===== src/rtl/halut_pkg.sv =====
// Shared types, default geometry and word-index decode for the HALUT encoder sequencer.
package halut_pkg;

  typedef enum logic [2:0] {
    StIdle,
    StLoad,
    StRun,
    StDrain,
    StDone
  } state_e;

  // Default array geometry
  localparam int unsigned DefK        = 16;
  localparam int unsigned DefC        = 32;
  localparam int unsigned DefEncUnits = 4;

  localparam int unsigned TreeDepth          = $clog2(DefK);
  localparam int unsigned CPerEncUnit        = DefC / DefEncUnits;
  localparam int unsigned ThreshMemAddrWidth = $clog2(CPerEncUnit * DefK);

  typedef struct packed {
    logic [31:0] unit;
    logic [31:0] lcb;
    logic [31:0] k;
  } idx_split_t;

  // Threshold word index -> owning unit, codebook within that unit, prototype slot.
  // Codebooks are dealt round-robin across units.
  function automatic idx_split_t split_index(input logic [31:0] idx,
                                             input logic [31:0] k_protos,
                                             input logic [31:0] enc_units);
    idx_split_t  res;
    logic [31:0] c;
    c        = idx / k_protos;
    res.k    = idx % k_protos;
    res.unit = c % enc_units;
    res.lcb  = c / enc_units;
    return res;
  endfunction

endpackage


===== src/rtl/halut_encoder_ctrl.sv =====
// Sequencer for the parallel HALUT encoder units: threshold load, timed encode run,
// and result-count checking.
module halut_encoder_ctrl
  import halut_pkg::*;
#(
  parameter int unsigned K             = DefK,
  parameter int unsigned C             = DefC,
  parameter int unsigned EncUnits      = DefEncUnits,
  parameter int unsigned DataTypeWidth = 16,
  parameter int unsigned RowWidth      = 16
) (
  input  logic                                 clk_i,
  input  logic                                 rst_ni,
  input  logic                                 load_i,
  input  logic                                 start_i,
  input  logic [RowWidth-1:0]                  num_rows_i,
  input  logic                                 thresh_valid_i,
  output logic                                 thresh_ready_o,
  input  logic [DataTypeWidth-1:0]             thresh_data_i,
  output logic [$clog2((C/EncUnits)*K)-1:0]    enc_waddr_o,
  output logic [DataTypeWidth-1:0]             enc_wdata_o,
  output logic [EncUnits-1:0]                  enc_we_o,
  output logic                                 enc_en_o,
  input  logic [EncUnits-1:0]                  enc_valid_i,
  output logic [RowWidth-1:0]                  row_o,
  output logic                                 busy_o,
  output logic                                 done_o,
  output logic                                 err_o
);

  localparam int unsigned TDepth    = $clog2(K);
  localparam int unsigned CPerUnit  = C / EncUnits;
  localparam int unsigned AddrW     = $clog2(CPerUnit * K);
  localparam int unsigned NumThresh = C * K;
  localparam int unsigned IdxW      = $clog2(NumThresh);
  localparam int unsigned LvlW      = (TDepth > 1) ? $clog2(TDepth) : 1;
  localparam int unsigned CbW       = (CPerUnit > 1) ? $clog2(CPerUnit) : 1;
  localparam int unsigned VcntW     = RowWidth + $clog2(CPerUnit);

  state_e                   state_q, state_d;
  logic [IdxW-1:0]          idx_q, idx_d;
  logic [LvlW-1:0]          lvl_q, lvl_d;
  logic [CbW-1:0]           cb_q, cb_d;
  logic [RowWidth-1:0]      row_q, row_d;
  logic [RowWidth-1:0]      nrows_q, nrows_d;
  logic [VcntW-1:0]         vcnt_q, vcnt_d;
  logic [AddrW-1:0]         waddr_q, waddr_d;
  logic [DataTypeWidth-1:0] wdata_q, wdata_d;
  logic [EncUnits-1:0]      we_q, we_d;
  logic                     en_q, en_d;
  logic                     busy_q, busy_d;
  logic                     done_q, done_d;
  logic                     err_q, err_d;
  logic                     run_q, run_d;
  idx_split_t               split;

  // Next-state, counters and registered-output precompute
  always_comb begin
    state_d = state_q;
    idx_d   = idx_q;
    lvl_d   = lvl_q;
    cb_d    = cb_q;
    row_d   = row_q;
    nrows_d = nrows_q;
    vcnt_d  = vcnt_q;
    waddr_d = waddr_q;
    wdata_d = wdata_q;
    we_d    = '0;
    err_d   = err_q;
    run_d   = run_q;
    split   = '0;

    unique case (state_q)
      StIdle: begin
        if (load_i) begin
          state_d = StLoad;
          idx_d   = '0;
          err_d   = 1'b0;
          run_d   = 1'b0;
        end else if (start_i) begin
          state_d = (num_rows_i == '0) ? StDone : StRun;
          nrows_d = num_rows_i;
          lvl_d   = '0;
          cb_d    = '0;
          row_d   = '0;
          vcnt_d  = '0;
          err_d   = 1'b0;
          run_d   = 1'b1;
        end
      end
      StLoad: begin
        if (thresh_valid_i) begin
          split   = split_index(32'(idx_q), K, EncUnits);
          we_d    = EncUnits'(1) << split.unit;
          waddr_d = AddrW'(split.lcb * K + split.k);
          wdata_d = thresh_data_i;
          if (idx_q == IdxW'(NumThresh - 1)) begin
            state_d = StDone;
            idx_d   = '0;
          end else begin
            idx_d = idx_q + IdxW'(1);
          end
        end
      end
      StRun: begin
        if (lvl_q == LvlW'(TDepth - 1)) begin
          lvl_d = '0;
          if (cb_q == CbW'(CPerUnit - 1)) begin
            cb_d = '0;
            // Row stays on the last index rather than stepping past it
            if (row_q == nrows_q - RowWidth'(1)) begin
              state_d = StDrain;
            end else begin
              row_d = row_q + RowWidth'(1);
            end
          end else begin
            cb_d = cb_q + CbW'(1);
          end
        end else begin
          lvl_d = lvl_q + LvlW'(1);
        end
      end
      StDrain: state_d = StDone;
      StDone:  state_d = StIdle;
      default: state_d = StIdle;
    endcase

    // Collect unit-0 results; all units must report in lockstep
    if (state_q == StRun || state_q == StDrain) begin
      vcnt_d = vcnt_q + VcntW'(enc_valid_i[0]);
      if (!(enc_valid_i == '0 || enc_valid_i == '1)) begin
        err_d = 1'b1;
      end
    end
    if (state_q == StDrain && vcnt_d != VcntW'(nrows_q) * VcntW'(CPerUnit)) begin
      err_d = 1'b1;
    end

    en_d   = (state_d == StRun);
    busy_d = (state_d != StIdle);
    // A load reports one cycle after its last write lands; a run reports on entering DONE
    done_d = run_d ? (state_d == StDone) : (state_q == StDone);
  end

  // State and output registers
  always_ff @(posedge clk_i or negedge rst_ni) begin
    if (!rst_ni) begin
      state_q <= StIdle;
      idx_q   <= '0;
      lvl_q   <= '0;
      cb_q    <= '0;
      row_q   <= '0;
      nrows_q <= '0;
      vcnt_q  <= '0;
      waddr_q <= '0;
      wdata_q <= '0;
      we_q    <= '0;
      en_q    <= 1'b0;
      busy_q  <= 1'b0;
      done_q  <= 1'b0;
      err_q   <= 1'b0;
      run_q   <= 1'b0;
    end else begin
      state_q <= state_d;
      idx_q   <= idx_d;
      lvl_q   <= lvl_d;
      cb_q    <= cb_d;
      row_q   <= row_d;
      nrows_q <= nrows_d;
      vcnt_q  <= vcnt_d;
      waddr_q <= waddr_d;
      wdata_q <= wdata_d;
      we_q    <= we_d;
      en_q    <= en_d;
      busy_q  <= busy_d;
      done_q  <= done_d;
      err_q   <= err_d;
      run_q   <= run_d;
    end
  end

  assign thresh_ready_o = (state_q == StLoad);
  assign enc_waddr_o    = waddr_q;
  assign enc_wdata_o    = wdata_q;
  assign enc_we_o       = we_q;
  assign enc_en_o       = en_q;
  assign row_o          = row_q;
  assign busy_o         = busy_q;
  assign done_o         = done_q;
  assign err_o          = err_q;

endmodule


===== config.mk =====
export PLATFORM = sky130hd
export DESIGN_NAME = halut_encoder_ctrl
export DESIGN_NICKNAME = d
export VERILOG_FILES = /design/src/rtl/halut_pkg.sv /design/src/rtl/halut_encoder_ctrl.sv
export SDC_FILE = /design/constraint.sdc
export NUM_CORES = 1
export LEC_CHECK = 0
export ABC_AREA = 0
export BUFFER_PORTS_ARGS = -buffer_cell sky130_fd_sc_hd__buf_2
export CAP_MARGIN = 20
export CORE_MARGIN = 4
export CORE_UTILIZATION = 50
export CTS_CLUSTER_SIZE = 40
export DETAILED_ROUTE_END_ITERATION = 7
export GPL_ROUTABILITY_DRIVEN = 0
export PLACE_DENSITY = 0.78
export SYNTH_ARGS = -nofsm -noshare
export SYNTH_HDL_FRONTEND = slang
export SYNTH_SLANG_ARGS = --single-unit
export TNS_END_PERCENT = 100

===== constraint.sdc =====
create_clock -name clk_i -period 2.66 [get_ports clk_i]
set_input_delay 0.266 -clock clk_i [delete_from_list [all_inputs] [get_ports clk_i]]
set_output_delay 0.266 -clock clk_i [all_outputs]
set_load 0.03 [all_outputs]

==> Word level (Yosys, flattened, before mapping) <==
Cells that the tools add are included.
{ "word_totals": {"register_bits": 100, "latchBits": 0, "ramBits": 0, "romBits": 0, "input_bits": 41, "word_cells": 102, "mem_count": 0} }
{ "classes": {"n_addsub": 7, "multipliers": 0, "n_div": 0, "n_lt_le_gt_ge": 0, "eq_ne": 19, "shifts": 1, "mux": 44, "n_bitwise": 1, "reduce_logical": 15} }
{ "ops": {"columns": ["operator", "n"], "rows": [
  ["16-bit 2-to-1 mux", 5],
  ["19-bit 2-to-1 mux", 4],
  ["3-bit 2-to-1 mux", 12],
  ["16-bit one-hot mux with 2 select lines", 1],
  ["9-bit 2-to-1 mux", 3],
  ["19-bit by 1-bit adder with 19-bit output", 1],
  ["19-bit inequality test", 1],
  ["9-bit one-hot mux with 2 select lines", 1],
  ["16-bit by 1-bit adder with 16-bit output, second input constant", 1],
  ["16-bit == test", 1],
  ["16-bit logical NOT", 1],
  ["16-bit by 1-bit subtractor with 16-bit output, second input constant", 1],
  ["2-bit inequality test, second input constant", 7],
  ["3-bit one-hot mux with 4 select lines", 1],
  ["1-bit 2-to-1 mux", 10],
  ["9-bit by 1-bit adder with 9-bit output, second input constant", 1],
  ["3-bit by 2-bit == test with 1-bit output, second input constant", 3],
  ["3-bit == test, second input constant", 3],
  ["9-bit == test, second input constant", 1],
  ["3-bit AND reduction", 3],
  ["4-bit 2-to-1 mux", 2],
  ["7-bit by 4-bit adder with 7-bit output", 1],
  ["2-bit 2-to-1 mux", 3],
  ["3-bit one-hot mux with 2 select lines", 1],
  ["other kinds (17)", 19]
]} }

==> Depth between registers and ports, before layout <==
{ "depth": {"depth_word": 8, "depth_mapped": 11, "depth_no_buf": 10} }

==> Worst setup path before layout <==
Ideal clock, no wire load.
{ "synth_path": {"path_type": "flip-flop to flip-flop", "start": "register nrows_q[0]", "end": "register row_q[13] (netlist: row_o[13])", "t_arrival_ps": 2590, "t_required_ps": 2582, "setup_slack_ps": -8, "path_stages_with_launch": 12, "n_path_buf": 1, "cell_sequence": "dfrtp_1 inv_1 ha_1 nor3b_1 a311oi_1 a41o_1 a31oi_1 nor3_1 and2_1 buf_2 or4_1 a21oi_1"} }
{ "synth_via": {"elab_chain_len": 4} }
{ "synth_rtl": {"columns": ["element", "line_no", "text"], "rows": [
  ["from (decl)", "halut_encoder_ctrl.sv:45", "logic [RowWidth-1:0] nrows_q, nrows_d;"],
  ["from (signal assigned)", "halut_encoder_ctrl.sv:169", "nrows_q <= nrows_d;"],
  ["16-bit by 1-bit subtractor with 16-bit output", "halut_encoder_ctrl.sv:111", "if (row_q == nrows_q - RowWidth'(1)) begin"],
  ["16-bit == test", "halut_encoder_ctrl.sv:111", null],
  ["2-bit inequality test (no line)", null, null],
  ["6-bit AND reduction (no line)", null, null],
  ["to (signal assigned)", "halut_encoder_ctrl.sv:168", "row_q <= row_d;"],
  ["to (decl)", "halut_encoder_ctrl.sv:44", "logic [RowWidth-1:0] row_q, row_d;"]
]} }
No other way between the ends.
A chain may end at the register's enable or synchronous reset.

==> Worst setup path after layout <==
{ "layout_path": {"start": "register vcnt_q[0]", "end": "register err_q (netlist: err_o)"} }
{ "layout_via": {"elab_chain_len": 7, "word_cells_on_any_way": 8, "cone_classes": "add/sub: 1; eq/ne: 1; mux: 5; reduce/logical: 1"} }
{ "layout_rtl": {"columns": ["element", "line_no", "text"], "rows": [
  ["from (decl)", "halut_encoder_ctrl.sv:46", "logic [VcntW-1:0] vcnt_q, vcnt_d;"],
  ["from (signal assigned)", "halut_encoder_ctrl.sv:170", "vcnt_q <= vcnt_d;"],
  ["branches (longest 3 deep; another with 19-bit by 1-bit adder with 19-bit output)", null, null],
  ["19-bit 2-to-1 mux (*)", "halut_encoder_ctrl.sv:129", "if (state_q == StRun || state_q == StDrain) begin"],
  ["19-bit inequality test (*)", "halut_encoder_ctrl.sv:135", "if (state_q == StDrain && vcnt_d != VcntW'(nrows_q) * VcntW'(CPerUnit)) begin"],
  ["1-bit logical AND (*)", "halut_encoder_ctrl.sv:135", null],
  ["1-bit 2-to-1 mux (*)", "halut_encoder_ctrl.sv:135", null],
  ["via err_d", "halut_encoder_ctrl.sv:53", "logic err_q, err_d;"],
  ["to (signal assigned)", "halut_encoder_ctrl.sv:177", "err_q <= err_d;"],
  ["to (decl)", "halut_encoder_ctrl.sv:53", null]
]} }
Mark *: on every way through the listed nets, which the timed path passes.

==> summary.txt <==
Outcome
  – Status: complete, no violations

Clock tree
  – CTS tree: yes
  – CTS Sinks: 100
  – Clock-pin transition on the worst setup and hold timing paths: around 0.10 ns
  – Clock latency on the worst-skew pair: ~0.38 ns
  – Maximum root-to-sink buffer count: 2
  – Root Driver: clkbuf_8
  – Num CTS Buffers: 9
  – H-tree depth: 3

Floorplanning
  – Starting density of the core: around half
  – Rows: 37
  – CORE AREA: 0.01037 sq mm
  – Chip width: ~110 um
  – Die ar.: 0.01245 sq mm
  – # IOs: around 90
  – Die Ht: 111.6 um

Synthesis
  – Most frequent cell after synthesis: nand2_1
  – Ys flop type: dfrtp_1
  – Synth async-reset ratio: 100.0%
  – Seq cells post-synth: 100
  – Gate Count Post-Synth: just over 600
  – Mean Syn Cell Area: between 8 and 9 sq um
  – EDFF count, synth: 0
  – Dominant cells by area after synthesis: dfrtp_1 (47%), nand2_1 (11%), xnor2_1 (3.8%)
  – Syn Nets: between 600 and 700
  – Yosys top cell area share: 46.66%
  – Register area share after synthesis: 46.66%
  – Top cells by count, synth: nand2_1 (163), dfrtp_1 (100), nor2_1 (32)
  – Post-synthesis cell area: between 0.005 and 0.006 sq mm
  – Ys Warns: 0
  – Post-synthesis cell type count: 62
  – Synth area leader: dfrtp_1

Power and ir drop
  – Reg power frac: between 30% and 40%
  – Sw Ratio: between 40% and 50%
  – Clk pwr share: a little under a fifth
  – Switch Pwr: about 2.7 mW
  – Pwr Density: approximately 950 mW/mm^2
  – Logic gate share of total power: a little under half
  – Internal Power: 3.722 mW
  – Peak VDD IR: 0.4785 mV
  – LEAKAGE: between 3 and 4 nW

Global route
  – Largest net degree at the start of global routing: between 50 and 60
  – First-pass GRT wire length: about 24000 um
  – Initial antenna violation count: 0
  – Total GRT Usage: a little under a quarter
  – GRT overflow: 0
  – Vias in the first global route: 5013

Layout
  – Fin util: about 65%
  – Layout area overhead: 26.13%
  – Nets: 781
  – Antenna cell count: 0
  – Seq. cell area: 0.002504 sq mm
  – Area occupied by multi-input gates: approximately 0.0029 sq mm
  – Layout cells sized above 1: between 20 and 30%
  – Fillcell total: 813
  – Design area: ~0.0068 sq mm

Critical path
  – Worst-case reg-to-reg path depth: 10
  – Critical R2R Launch: vcnt_q[0]$_DFF_PN0_
  – Worst r2r dst: err_o$_DFF_PN0_
  – Critical path type: reg2reg
  – Worst EP arrival: just under 3 ns
  – Startpoint types: flop
  – Req. time, crit path: slightly below 3 ns
  – CP endpoint kind: flop
  – CP Max Fanout: 3
  – Flop2flop setup slack: between 0.02 and 0.03 ns

Routing
  – Drt first pass iters: 5
  – WL final: ~14000 um
  – Antenna-violating nets left: 0
  – Via count: a little over 5000
  – DRC Markers: 0
  – Detailed-route vias per instance: 5.780
  – Drt first-iter violations: 330
  – DR WL/cell: ~17 um

Min path
  – Hold path start: thresh_data_i[8]
  – HP Class: in2reg
  – Hold Path Sink: enc_wdata_o[8]$_DFFE_PN0P_
  – Hold depth: 3

STA
  – Post-route minimum period: between 2 and 3 ns
  – Final Hold Vio Count: 0
  – Final Cycle Share: roughly 99%
  – Slew Viols, Final: 0
  – RSZ-0062 raised after global routing: true
  – Worst-Margin Slew: between 0.8 and 0.9 ns
  – Fmax: between 0.3 and 0.4 GHz
  – Rel. slew slack: about two fifths
  – Final Skew: between 0.006 and 0.007 ns
  – # setup viols final: 0

Placed design
  – Placed Area: between 0.006 and 0.007 sq mm
  – IO Port Bufs: 88
  – DP Wirelength: between 10000 and 15000 um

Flow run
  – Max Cap Viol: 0
==> final cells by class <==
class | instances | share of cell area, %
Clock buffer | 9 | 1.831
Clock inverter | 7 | 1.924
Inverter | 13 | 0.7214
Multi-Input combinational cell | 462 | 42.84
Sequential cell | 100 | 37.01
Tap cell | 136 | 2.516
Timing Repair Buffer | 145 | 13.15
==> placed cells by master, fill, tap and decap left out, drive strengths merged, types with 4 or more instances in the layout <==
cell type and n:
a211oi 5, a21oi 15, a31oi 6, and2 6, and3 8, and4 5
buf 144, clkbuf 9, dfrtp 100, ha 9, inv 16, mux2i 7
nand2 164, nand2b 9, nand3 15, nand4 13, nor2 33, nor2b 4
nor3 15, nor4 5, o211ai 11, o21ai 24, o31ai 11, or3 8
or4 10, xnor2 23, xor2 19
==> sequential cells by signal, summed over array words and instances (netlist names) <==
| signal | flops |
|---|---|
| row_o | 16 |
| vcnt_q | 19 |
| enc_en_o | 1 |
| lvl_q | 2 |
| cb_q | 3 |
| err_o | 1 |
| nrows_q | 16 |
| done_o | 1 |
| enc_wdata_o | 16 |
| busy_o | 1 |
| idx_q | 9 |
| enc_we_o | 4 |
| run_q | 1 |
| state_q | 3 |
| enc_waddr_o | 7 |
==> cell families (layout without fill, tap and decap cells) <==
logic type	Yosys count	after routing	share of synthesized area (%)
and+or+nand+nor	303	304	27.02
DFF	100	100	46.66
AOI/OAI and AO/OA	98	98	12.48
buffers and inverters	43	174	3.150
xor gates and xnor gates	42	42	6.859
adders and majority gates	9	9	2.100
muxes	9	9	1.727
==> layer usage <==
metal	vias to the layer above	part of all wire (%)	track usage [%]
li1	2370	-	-
met4	0	2.7	9.084
met5	-	0	0
met2	162	50	39.93
met1	2472	42	29.42
met3	36	4.9	4.293
==> timing repair <==
| item | in CTS | in global routing |
|---|---|---|
| hold buffers | 1 | 0 |
| cloned | 0 | 1 |
| setup endpoints to repair | 3 | 14 |
| gates resized for setup | 9 | 33 |
| endpoints found under the hold margin | 49 | 0 |
| pin swaps | 2 | 9 |
| setup buffers | 1 | 3 |
==> critical path: stages, from the launching register on <==
cell      delay, ns
dfrtp_1        0.41
ha_4           0.18
nand3_4        0.06
buf_6          0.14
or3_4          0.34
xor2_1         0.16
o22ai_1        0.10
a221oi_2       0.18
nand4_1        0.13
or4_1          0.54
o31a_1         0.29
==> worst max-delay path by stage <==
stage	slack, ns	endpoint	cells after the start	start
after global routing	-0.08	err_o$_DFF_PN0_	10	vcnt_q[0]$_DFF_PN0_
after detailed placement	-0.10	err_o$_DFF_PN0_	9	enc_valid_i[0]
final	0.03	err_o$_DFF_PN0_	10	vcnt_q[0]$_DFF_PN0_
after CTS	0.0005	err_o$_DFF_PN0_	8	vcnt_q[0]$_DFF_PN0_
after global placement	-0.01	err_o$_DFF_PN0_	9	enc_valid_i[0]
after floorplan	0.06	err_o$_DFF_PN0_	9	state_q[2]$_DFF_PN0_
==> power by group through the flow <==
| stage | clock [mW] | combinational, mW | sequential [mW] |
|---|---|---|---|
| floorplan | 0 | 1.50 | 2.48 |
| global placement | 0 | 2.66 | 2.20 |
| detailed placement | 0 | 2.76 | 2.22 |
| CTS | 1.24 | 2.84 | 2.21 |
| global route | 1.31 | 3.24 | 2.29 |
| finish | 1.22 | 2.97 | 2.25 |
==> metrics by stage <==
| step | setup slack (ns) | setup TNS (ns) | cells | hold WS, ns | total power, mW |
|---|---|---|---|---|---|
| finish | 0.02517 | 0 | 872 | 0.06280 | 6.439 |
| global route | -0.07886 | -0.1516 | 872 | 0.05278 | 6.834 |
| global placement | -0.01038 | -0.01038 | 850 | 0.3215 | 4.861 |
| CTS | 0.0004818 | 0 | 868 | 0.05600 | 6.295 |
| detailed placement | -0.1015 | -0.1476 | 850 | 0.3333 | 4.982 |
| floorplan | 0.05687 | 0 | 604 | -0.02959 | 3.982 |
No activity file was read; power rests on OpenSTA's default activity.
